File: src/rtl/isa_record_packer.sv
// Buffers single-cycle ISA capture records in a small FIFO and serialises each
// one as an 11-byte framed stream (header, mask, addr, data, XOR checksum).
module isa_record_packer #(
    parameter int          DEPTH = 8,
    parameter logic [7:0]  HDR   = 8'hA5
) (
    input  logic        clk_rd,
    input  logic        rstn,
    input  logic [31:0] isa_addr_i,
    input  logic [31:0] isa_data_i,
    input  logic [3:0]  isa_mask_i,
    input  logic        isa_valid_i,
    output logic        isa_tx_ready,
    output logic [7:0]  tx_data,
    output logic        tx_valid,
    input  logic        tx_ready,
    output logic        busy,
    output logic [15:0] drop_cnt
);

    localparam int AW = $clog2(DEPTH);
    localparam int CW = AW + 1;

    typedef enum logic {S_IDLE, S_SEND} state_t;

    logic [67:0]   r_mem [DEPTH];
    logic [AW-1:0] r_wr_ptr;
    logic [AW-1:0] r_rd_ptr;
    logic [CW-1:0] r_count;
    state_t        r_state;
    logic [67:0]   r_frame;
    logic [7:0]    r_csum;
    logic [3:0]    r_byte_idx;

    logic [67:0]   w_head;
    logic          w_pop;
    logic          w_push;
    logic          w_hs;
    logic [CW-1:0] w_count_nxt;
    logic [7:0]    w_next_byte;

    // Record layout is {mask, addr, data}; the checksum covers frame bytes 1..9.
    function automatic logic [7:0] frame_csum(input logic [67:0] f);
        return {4'h0, f[67:64]} ^ f[63:56] ^ f[55:48] ^ f[47:40] ^ f[39:32]
             ^ f[31:24] ^ f[23:16] ^ f[15:8] ^ f[7:0];
    endfunction

    function automatic logic [7:0] frame_byte(input logic [3:0]  idx,
                                              input logic [67:0] f,
                                              input logic [7:0]  cs);
        case (idx)
            4'd0:    return HDR;
            4'd1:    return {4'h0, f[67:64]};
            4'd2:    return f[63:56];
            4'd3:    return f[55:48];
            4'd4:    return f[47:40];
            4'd5:    return f[39:32];
            4'd6:    return f[31:24];
            4'd7:    return f[23:16];
            4'd8:    return f[15:8];
            4'd9:    return f[7:0];
            default: return cs;
        endcase
    endfunction

    assign w_head      = r_mem[r_rd_ptr];
    assign w_pop       = (r_state == S_IDLE) && (r_count != '0);
    // A full FIFO still accepts a record when the head leaves in the same cycle.
    assign w_push      = isa_valid_i && ((r_count < CW'(DEPTH)) || w_pop);
    assign w_hs        = tx_valid && tx_ready;
    assign w_next_byte = frame_byte(r_byte_idx + 4'd1, r_frame, r_csum);

    // NOTE: every variable driven in always_comb gets a default first, so no latch can form.
    always_comb begin
        w_count_nxt = r_count;
        if (w_push && !w_pop)
            w_count_nxt = r_count + CW'(1);
        else if (w_pop && !w_push)
            w_count_nxt = r_count - CW'(1);
    end

    // NOTE: storage is not reset; the pointers and count alone define which entries are live.
    always_ff @(posedge clk_rd) begin
        if (w_push)
            r_mem[r_wr_ptr] <= {isa_mask_i, isa_addr_i, isa_data_i};
    end

    // NOTE: all state updates use non-blocking assignments so every reader sees pre-edge values.
    always_ff @(posedge clk_rd or negedge rstn) begin
        if (!rstn) begin
            r_wr_ptr     <= '0;
            r_rd_ptr     <= '0;
            r_count      <= '0;
            isa_tx_ready <= 1'b1;
            drop_cnt     <= '0;
        end else begin
            if (w_push)
                r_wr_ptr <= r_wr_ptr + AW'(1);
            if (w_pop)
                r_rd_ptr <= r_rd_ptr + AW'(1);
            r_count      <= w_count_nxt;
            isa_tx_ready <= (w_count_nxt <= CW'(DEPTH - 2));
            if (isa_valid_i && !w_push && (drop_cnt != 16'hFFFF))
                drop_cnt <= drop_cnt + 16'd1;
        end
    end

    // The shadow register is loaded only at the pop, isolating the frame in flight.
    always_ff @(posedge clk_rd or negedge rstn) begin
        if (!rstn) begin
            r_state    <= S_IDLE;
            r_frame    <= '0;
            r_csum     <= '0;
            r_byte_idx <= '0;
            tx_data    <= '0;
            tx_valid   <= 1'b0;
            busy       <= 1'b0;
        end else begin
            case (r_state)
                S_IDLE: begin
                    if (w_pop) begin
                        r_frame    <= w_head;
                        r_csum     <= frame_csum(w_head);
                        r_byte_idx <= '0;
                        tx_data    <= HDR;
                        tx_valid   <= 1'b1;
                        busy       <= 1'b1;
                        r_state    <= S_SEND;
                    end
                end
                S_SEND: begin
                    if (w_hs) begin
                        if (r_byte_idx == 4'd10) begin
                            tx_valid <= 1'b0;
                            busy     <= 1'b0;
                            r_state  <= S_IDLE;
                        end else begin
                            r_byte_idx <= r_byte_idx + 4'd1;
                            tx_data    <= w_next_byte;
                        end
                    end
                end
            endcase
        end
    end

endmodule
File: config.mk
export PLATFORM = sky130hd
export DESIGN_NAME = isa_record_packer
export DESIGN_NICKNAME = d
export VERILOG_FILES = /design/src/rtl/isa_record_packer.sv
export SDC_FILE = /design/constraint.sdc
export NUM_CORES = 1
export LEC_CHECK = 0
export CORE_ASPECT_RATIO = 0.6
export CORE_UTILIZATION = 39
export CTS_CLUSTER_DIAMETER = 100
export DETAILED_ROUTE_END_ITERATION = 6
export GPL_TIMING_DRIVEN = 0
export PLACE_DENSITY_LB_ADDON = 0.08
export SLEW_MARGIN = 40
export SYNTH_ARGS = -nofsm -noshare
export SYNTH_HDL_FRONTEND = slang
export SYNTH_SLANG_ARGS = --single-unit
File: constraint.sdc
create_clock -name clk_rd -period 9.8 [get_ports clk_rd]
set_clock_uncertainty 0.1 [all_clocks]
set_input_delay 0.98 -clock clk_rd [delete_from_list [all_inputs] [get_ports clk_rd]]
set_output_delay 0.98 -clock clk_rd [all_outputs]
set_load 0.03 [all_outputs]
# [After elaboration in Yosys (flattened, before gate mapping)]
# Memory sizes are Yosys's and may differ from the RTL's.
# Index checks and enable logic that the tools add are counted.
[op_classes] n_addsub=6 bitwise_logic=9 muxes=21 reduce_logical=15 eq_ne=15 n_lt_le_gt_ge=2
[op_table] op="one-hot mux 8 bit (10 select lines)" n=1
[op_table] op="bitwise XOR 8 bit" n=7
[op_table] op="two-way mux 8 bit" n=3
[op_table] op="two-way mux 4 bit" n=5
[op_table] op="adder 16 x 1 -> 16 bit (second input constant)" n=1
[op_table] op="== test 4 x 3 -> 1 bit (second input constant)" n=4
[op_table] op="!= test 16 bit (second input constant)" n=1
[op_table] op="one-hot mux 8 bit (2 select lines)" n=1
[op_table] op="== test 4 bit (second input constant)" n=3
[op_table] op="adder 4 x 1 -> 4 bit (second input constant)" n=2
[op_table] op="== test 4 x 2 -> 1 bit (second input constant)" n=2
[op_table] op="two-way mux 1 bit" n=8
[op_table] op="one-hot mux 4 bit (2 select lines)" n=1
[op_table] op="bitwise XOR 4 x 8 -> 8 bit" n=1
[op_table] op="logical AND 1 bit" n=7
[op_table] op="adder 3 x 1 -> 3 bit (second input constant)" n=2
[op_table] op="AND reduction 3 bit" n=2
[op_table] op="== test 4 x 1 -> 1 bit (second input constant)" n=1
[op_table] op="<= comparator 4 x 3 -> 1 bit (second input constant)" n=1
[op_table] op="zero test 4 bit" n=1
[op_table] op="< comparator 4 bit (second input constant)" n=1
[op_table] op="!= test 2 x 1 -> 1 bit (second input constant)" n=2
[op_table] op="!= test 2 bit (second input constant)" n=2
[op_table] op="one-hot mux 1 bit (2 select lines)" n=2
[op_table] op="other kinds (6)" n=7
[word_totals] regBits=117 mem_count=1 inputBits=72 output_inout_bits=27 mem_bits_rw=544
[memory_table] memory="r_mem" depth=8 word_bits=68 read_ports=1 rd_clocked_by_memory_dff=0 wr=1 line="26" source="logic [67:0] r_mem [DEPTH];"

# [Logic depth before layout (Yosys ltp)]
# Gate-level depths: netlist of run 1.
[depth] depth_word=9 mapped_depth=10 ltp_nobuf=8

# [Least setup slack after synthesis of run 1]
# OpenSTA, ideal clock, no wires.
[synth_path] path_type="input port to flip-flop" startpoint="input port isa_valid_i" endpoint="memory r_mem[1][0] (enable)" path_stages=3 setup_slack_ns=2.896 arrival_time_ns=6.227 setup_ns=0.577 path_cell_list="a21boi_0 -> nand2_1 -> nor3_1"
[synth_via] elab_chain_cells=3
[synth_rtl] item="from (decl)" line="12" source="input logic isa_valid_i,"
[synth_rtl] item="logical AND 1 bit" line="69" source="assign w_push = isa_valid_i && ((r_count < CW'(DEPTH)) || w_pop);"
[synth_rtl] item="two-way mux 1 bit" line="84" source="if (w_push)"
[synth_rtl] item="two-way mux 1 bit (not written as such)" line="85" source="r_mem[r_wr_ptr] <= {isa_mask_i, isa_addr_i, isa_data_i};"
[synth_rtl] item="to (decl)" line="26"
# No other way between the ends.

# [Worst setup path in the final report of run 1]
[layout_path] startpoint="input port isa_valid_i" endpoint="memory r_mem[0][66] (enable)"
# Same word-level chain as after synthesis.

==> impl_metrics.ini, run 1 <==
[floorplanning]
io_pins = 99
coreArea_sq_mm = 0.0663
die-area_sq_mm = 0.0682
fp.dieW_um = 337
die_h_um = 203
rows = 73
initial_core_util_pct = 39.5

[worst_setup_path]
critPathLaunchType = input pin
cp_cell_sequence = clkdlybuf4s50_1 > a21boi_0 > nand2b_1 > nor3_2 > buf_4 > buf_4 > buf_4 > buf_4 > buf_4 > buf_6
r2r_start = r_rd_ptr[2]
r2r_setup_slack_ns = 6.29
reg2regPathDepth = 9
critPathSlowestCell = a21boi_0
cp_common_cell = buf_4
r2r-end = r_csum[4]
crit_arrival_ns = 3.92
crit_path_end_kind = flip-flop
worstSetupPathType = input pin to flip-flop
path_max_fanout = 6
crit_required_ns = 10.01
max_stage_delay_ns = 0.54

[placement]
place_ws_ns = 5.46
gp_congestion = 0.895
place_hpwl_um = 45300
place_area_sq_mm = 0.0293
numPortBuffers = 98

[drt]
dr.pass1.iters = 5
vias_per_cell = 5.33
drc_errors = 0
wirelength_um = 64700
drtIter0Drc = 1305
vias = 13800
wire_per_inst_um = 25.1
ant_nets = 0

[pwr]
leakage_nw = 10.4
pwr-share-clk_pct = 44.6
p_sw_share_pct = 20.3
p_switching_mw = 1.19
pwr-share-comb_pct = 2.9
power.internal_mw = 4.69
power_density_mw_per_mm2 = 186
irDropWorstVdd_mv = 0.118
p_seq_share_pct = 52.5

[logic_synthesis]
synth_edf_count = 544
ys.flop_type = edfxtp_1
synthArstFlopShare_pct = 17.7
yosysWarningCount = 0
ys_types = 59
postSynthCellCount = 1397
synth_fp_nets = 1479
ys_seq_area_share_pct = 73.5
avgSynthCellArea_sq_um = 18.8
synth_area_sq_mm = 0.0262
ys_ff_latch = 661

[layout]
nNetsFinal = 1711
drive_gt1_share_pct = 21.3
post-route-util_pct = 47.6
area_delta_synth_final_pct = 20.6
seq_area_sq_mm = 0.0193
fill_cells = 5625
fin_area_sq_mm = 0.0316
antenna_cells = 0
multi_input_area_sq_mm = 0.00660

[job]
maxCapViolations = 0

[global_route]
grt_start_max_net_pins = 70
grt_usage_pct = 19.5
antenna_found_initial = 3
overflow = 0
grt_pass1_wl_um = 95000
grt_pass1_vias = 13800

[sta]
rsz0062_at_grt = no
hold_viol = 0
period_needed_ns = 3.71
worst_pin_slew_ns = 0.857
fin_ws_ns = 6.09
setup_viol = 0
max_slew_margin_pct = 42.9
period_share_pct = 37.9
max_freq_mhz = 270
finalMaxSlewViolations = 0

[clock_tree]
cts_resized = 0
htree_num_levels = 3
cts-root-buf = clkbuf_16
post_cts_buffers = 0
tritoncts = yes
cts_buffers = 66
insertion_delay_ns = 0.61
cts.clk_slew.worst_paths_ns = 0.06
clockBufferDepth = 3
cts_sinks = 661
hold_buffers = 0

[worst_hold_path]
worst_hold_path_type = input pin to async pin

[outcome]
status = completed
-- registers in the layout (all words and copies together), names as in the netlist --
signal,count
r_frame,68
isa_tx_ready,1
r_wr_ptr,3
r_byte_idx,4
tx_data,8
r_state,1
drop_cnt,16
r_csum,8
r_mem,544
busy,1
r_count,4
r_rd_ptr,3
-- per-stage QoR --
step	TNS, ns	cells	hold WS, ns	power, mW
finish	0	2579	0.189	5.88
CTS	0	2579	0.169	5.95
detailed placement	0	2461	0.375	3.32
global route	0	2579	0.191	6.07
global placement	-487.45	2395	0.368	3.30
floorplan	0	1397	0.349	3.21
-- power groups by stage --
| stage | Combinational, mW | Clock, mW | Sequential, mW |
|---|---|---|---|
| after detailed placement | 0.171 | 0 | 3.15 |
| after global routing | 0.187 | 2.79 | 3.09 |
| final | 0.169 | 2.62 | 3.09 |
| after floorplan | 0.0417 | 0 | 3.16 |
| after CTS | 0.172 | 2.69 | 3.09 |
| after global placement | 0.156 | 0 | 3.14 |
-- layout make-up --
class	instances	area share, %
clock inverter	37	1.28
inverter	8	0.0951
buffer	73	1.18
tap	900	3.57
sequential	661	61.0
clock buffer	81	5.84
multi-input combinational	655	20.9
timing repair buffer	164	6.16
-- cells in the mapped netlist, types with 5 or more instances --
| library cell | instances | area [sq um] |
|---|---|---|
| a21oi_1 | 8 | 40.0 |
| a221oi_1 | 5 | 43.8 |
| a22o_1 | 10 | 87.6 |
| a22oi_1 | 13 | 97.6 |
| and3_1 | 5 | 31.3 |
| buf_2 | 25 | 125 |
| buf_4 | 5 | 37.5 |
| buf_6 | 5 | 56.3 |
| clkbuf_1 | 34 | 128 |
| dfrtp_1 | 116 | 2900 |
| edfxtp_1 | 544 | 16300 |
| ha_1 | 10 | 125 |
| inv_1 | 8 | 30.0 |
| mux2i_1 | 70 | 701 |
| mux4_2 | 136 | 3060 |
| nand2_1 | 114 | 428 |
| nand2b_1 | 5 | 31.3 |
| nand3_1 | 17 | 85.1 |
| nand4_1 | 6 | 37.5 |
| nor2_1 | 26 | 97.6 |
| o21ai_0 | 84 | 420 |
| o21ai_1 | 13 | 65.1 |
| xnor2_1 | 65 | 569 |
| xor2_1 | 8 | 70.1 |
-- worst max-delay path, delay by kind of cell --
| family | cells | cell delay (ns) |
|---|---|---|
| AOI/OAI and AO/OA | 1 | 0.54 |
| buffers and inverters | 7 | 1.59 |
| and+or+nand+nor | 2 | 0.79 |
-- worst max-delay path by stage --
stage	startpoint	to	slack (ns)	cells after the start
6_report	isa_valid_i	r_mem[0][66]	6.09	10
5_1_grt	isa_valid_i	r_mem[0][65]	5.96	10
3_3_place_gp	isa_valid_i	r_mem[1][37]	-3.77	4
2_1_floorplan	isa_valid_i	r_mem[1][0]	2.90	3
4_1_cts	isa_valid_i	r_mem[0][65]	6.11	10
3_5_place_dp	isa_valid_i	r_mem[0][66]	5.46	10
-- metal layers --
metal | GRT usage [%] | vias up | routed length, um | share of wire (%)
met3 | 4.33 | 93 | 3680 | 5.7
li1 | - | 6035 | - | -
met2 | 28.6 | 371 | 28700 | 44
met1 | 29.3 | 7250 | 31100 | 48
met4 | 4.89 | 2 | 1260 | 2.0
met5 | 0 | - | 7 | 0.011
-- cells in the final DEF (no fill, tap or decap), types with 17 or more instances in the layout --
cell type / count
nand2_1: 114
clkdlybuf4s50_1: 97
buf_16: 18
buf_2: 34
buf_4: 26
edfxtp_1: 544
nor2_1: 20
buf_8: 18
nand3_1: 17
clkinv_2: 18
mux2i_1: 70
clkbuf_1: 40
dfrtp_1: 116
mux4_2: 136
o21ai_0: 84
xnor2_1: 65
clkbuf_16: 71
-- cell families after synthesis --
| family | synth area share (%) |
|---|---|
| DFF | 73.5 |
| muxes | 14.4 |
| and+or+nand+nor | 3.00 |
| AOI/OAI and AO/OA | 4.24 |
| buffers and inverters | 1.54 |
| xor gates and xnor gates | 2.78 |
| adders and majority gates | 0.478 |
Note: power is estimated with default switching activity, not from simulation.
==> inputs of run 2 (changes only) <==
==> constraint.sdc (replaced) <==
create_clock -name clk_rd -period 3.3 [get_ports clk_rd]
set_clock_uncertainty 0.1 [all_clocks]
set_input_delay 0.33 -clock clk_rd [delete_from_list [all_inputs] [get_ports clk_rd]]
set_output_delay 0.33 -clock clk_rd [all_outputs]
set_load 0.03 [all_outputs]
==> impl_metrics.ini, run 2 (synthesized netlist as in run 1, its figures left out) <==
[worst_setup_path]
crit_arrival_ns = 3.56
path_max_fanout = 10
r2r_setup_slack_ns = 0.14
crit_path_end_kind = flip-flop
worstSetupPathType = flip-flop to flip-flop
critPathLaunchType = flip-flop
crit_required_ns = 3.70

[pwr]
power_mw = 17.0
p_sw_share_pct = 20.6
power.internal_mw = 13.5
p_seq_share_pct = 54.1
power_density_mw_per_mm2 = 539
pwr-share-comb_pct = 3.0
pwr-share-clk_pct = 43.0
leakage_nw = 10.3
p_switching_mw = 3.50
irDropWorstVdd_mv = 0.400

[drt]
vias = 13700
vias_per_cell = 5.32
ant_nets = 0
dr.pass1.iters = 5
wire_per_inst_um = 25.4
wirelength_um = 65300
drc_errors = 0
drtIter0Drc = 1127

[sta]
worst_pin_slew_ns = 0.820
finalSetupTns_ns = 0
finalMaxSlewViolations = 0
setup_viol = 0
holdWs_ns = 0.119
hold_viol = 0
fin_ws_ns = 0.136
rsz0062_at_grt = no
period_needed_ns = 3.16
period_share_pct = 95.9
max_slew_margin_pct = 44.9
max_freq_mhz = 316

[clock_tree]
cts_sinks = 661
htree_num_levels = 2
insertion_delay_ns = 0.65
cts-root-buf = clkbuf_16
cts.clk_slew.worst_paths_ns = 0.06
clockBufferDepth = 3
tritoncts = yes
cts_buffers = 61

[floorplanning]
die_h_um = 203
io_pins = 99
die-area_sq_mm = 0.0682
fp.dieW_um = 337
rows = 73
coreArea_sq_mm = 0.0663
initial_core_util_pct = 39.5

[placement]
gp_congestion = 0.881
place_area_sq_mm = 0.0293
place_ws_ns = -0.289
numPortBuffers = 98
place_hpwl_um = 45500

[layout]
antenna_cells = 0
layout_commonest_cell = edfxtp_1
biggestRegsByFlops = r_mem x544, r_frame x68, drop_cnt x16
nNetsFinal = 1695
final_cell_mix = edfxtp_1, mux4_2, dfrtp_1
drive_gt1_share_pct = 21.1
largest_reg_flops = 544
area_delta_synth_final_pct = 20.3
regMostFlops = r_mem
fin_area_sq_mm = 0.0315

[global_route]
grt_start_max_net_pins = 64
busiest_layer = met1
overflow = 0
grt_usage_pct = 19.5
grt_use_met1_pct = 29.5
grt_pass1_wl_um = 95700
met3_usage_pct = 3.93
grt_pass1_vias = 14000
antenna_found_initial = 1
use_met2_pct = 29.0

[job]
maxCapViolations = 0

[outcome]
status = completed

[worst_hold_path]
worst_hold_path_type = input pin to async pin
[run 2: final cells by class]
type / instances / area [sq um]
buffer: 73 / 404
clock buffer: 89 / 1720
clock inverter: 27 / 342
fill: 5676 / 34800
inverter: 8 / 30.0
multi-input combinational: 655 / 6670
sequential: 661 / 19300
tap: 900 / 1130
timing repair buffer: 153 / 1970
[run 2: path summary, 6_finish.rpt]
kind,startpoint,end,depth (start not counted)
hold reg to reg,r_frame[33],r_frame[33],2
setup reg to reg,r_rd_ptr[0],r_csum[6],9
hold / removal,rstn,drop_cnt[5],2
setup / recovery,r_rd_ptr[0],r_csum[6],9
min in group clk_rd,isa_addr_i[4],r_mem[0][36],1
max in group asynchronous,rstn,isa_tx_ready,3
[run 2: power by group through the flow]
stage,clock network [mW],logic [mW],registers (mW)
6_report,7.29,0.504,9.18
5_1_grt,7.78,0.553,9.19
4_1_cts,7.48,0.509,9.18
3_5_place_dp,0,0.507,9.36
3_3_place_gp,0,0.469,9.35
2_1_floorplan,0,0.131,9.41
[run 2: metrics by stage]
stage          utilization (%)  cells
3_3_place_gp              42.7   2395
4_1_cts                   47.4   2565
5_1_grt                   47.5   2566
3_5_place_dp              44.3   2448
6_report                  47.5   2566
2_1_floorplan                -   1397
[run 2: timing repair]
action / CTS / global route
gates resized for setup: 10 / 21
buffers inserted: 0 / 1
setup endpoints to repair: 8 / 55
hold buffers: 1 / 0
endpoints found under the hold margin: 116 / 0
pin swaps: 0 / 1
[run 2: per-layer routing]
layer  vias up  part of all wire (%)  routed length (um)
met5         -                     0                   0
met4         0                   1.5                1000
met3        77                   5.5                3560
met2       322                    45               29400
met1      7234                    48               31300
li1       6019                     -                   -
[run 2: critical path, stage by stage, from the launching register on]
cell and delay [ns]:
dfrtp_1 0.45, buf_6 0.16, buf_6 0.19, buf_2 0.41, mux4_2 0.55, mux2i_1 0.52, xnor2_1 0.17, xnor2_1 0.17
xnor2_1 0.21, o21ai_1 0.08
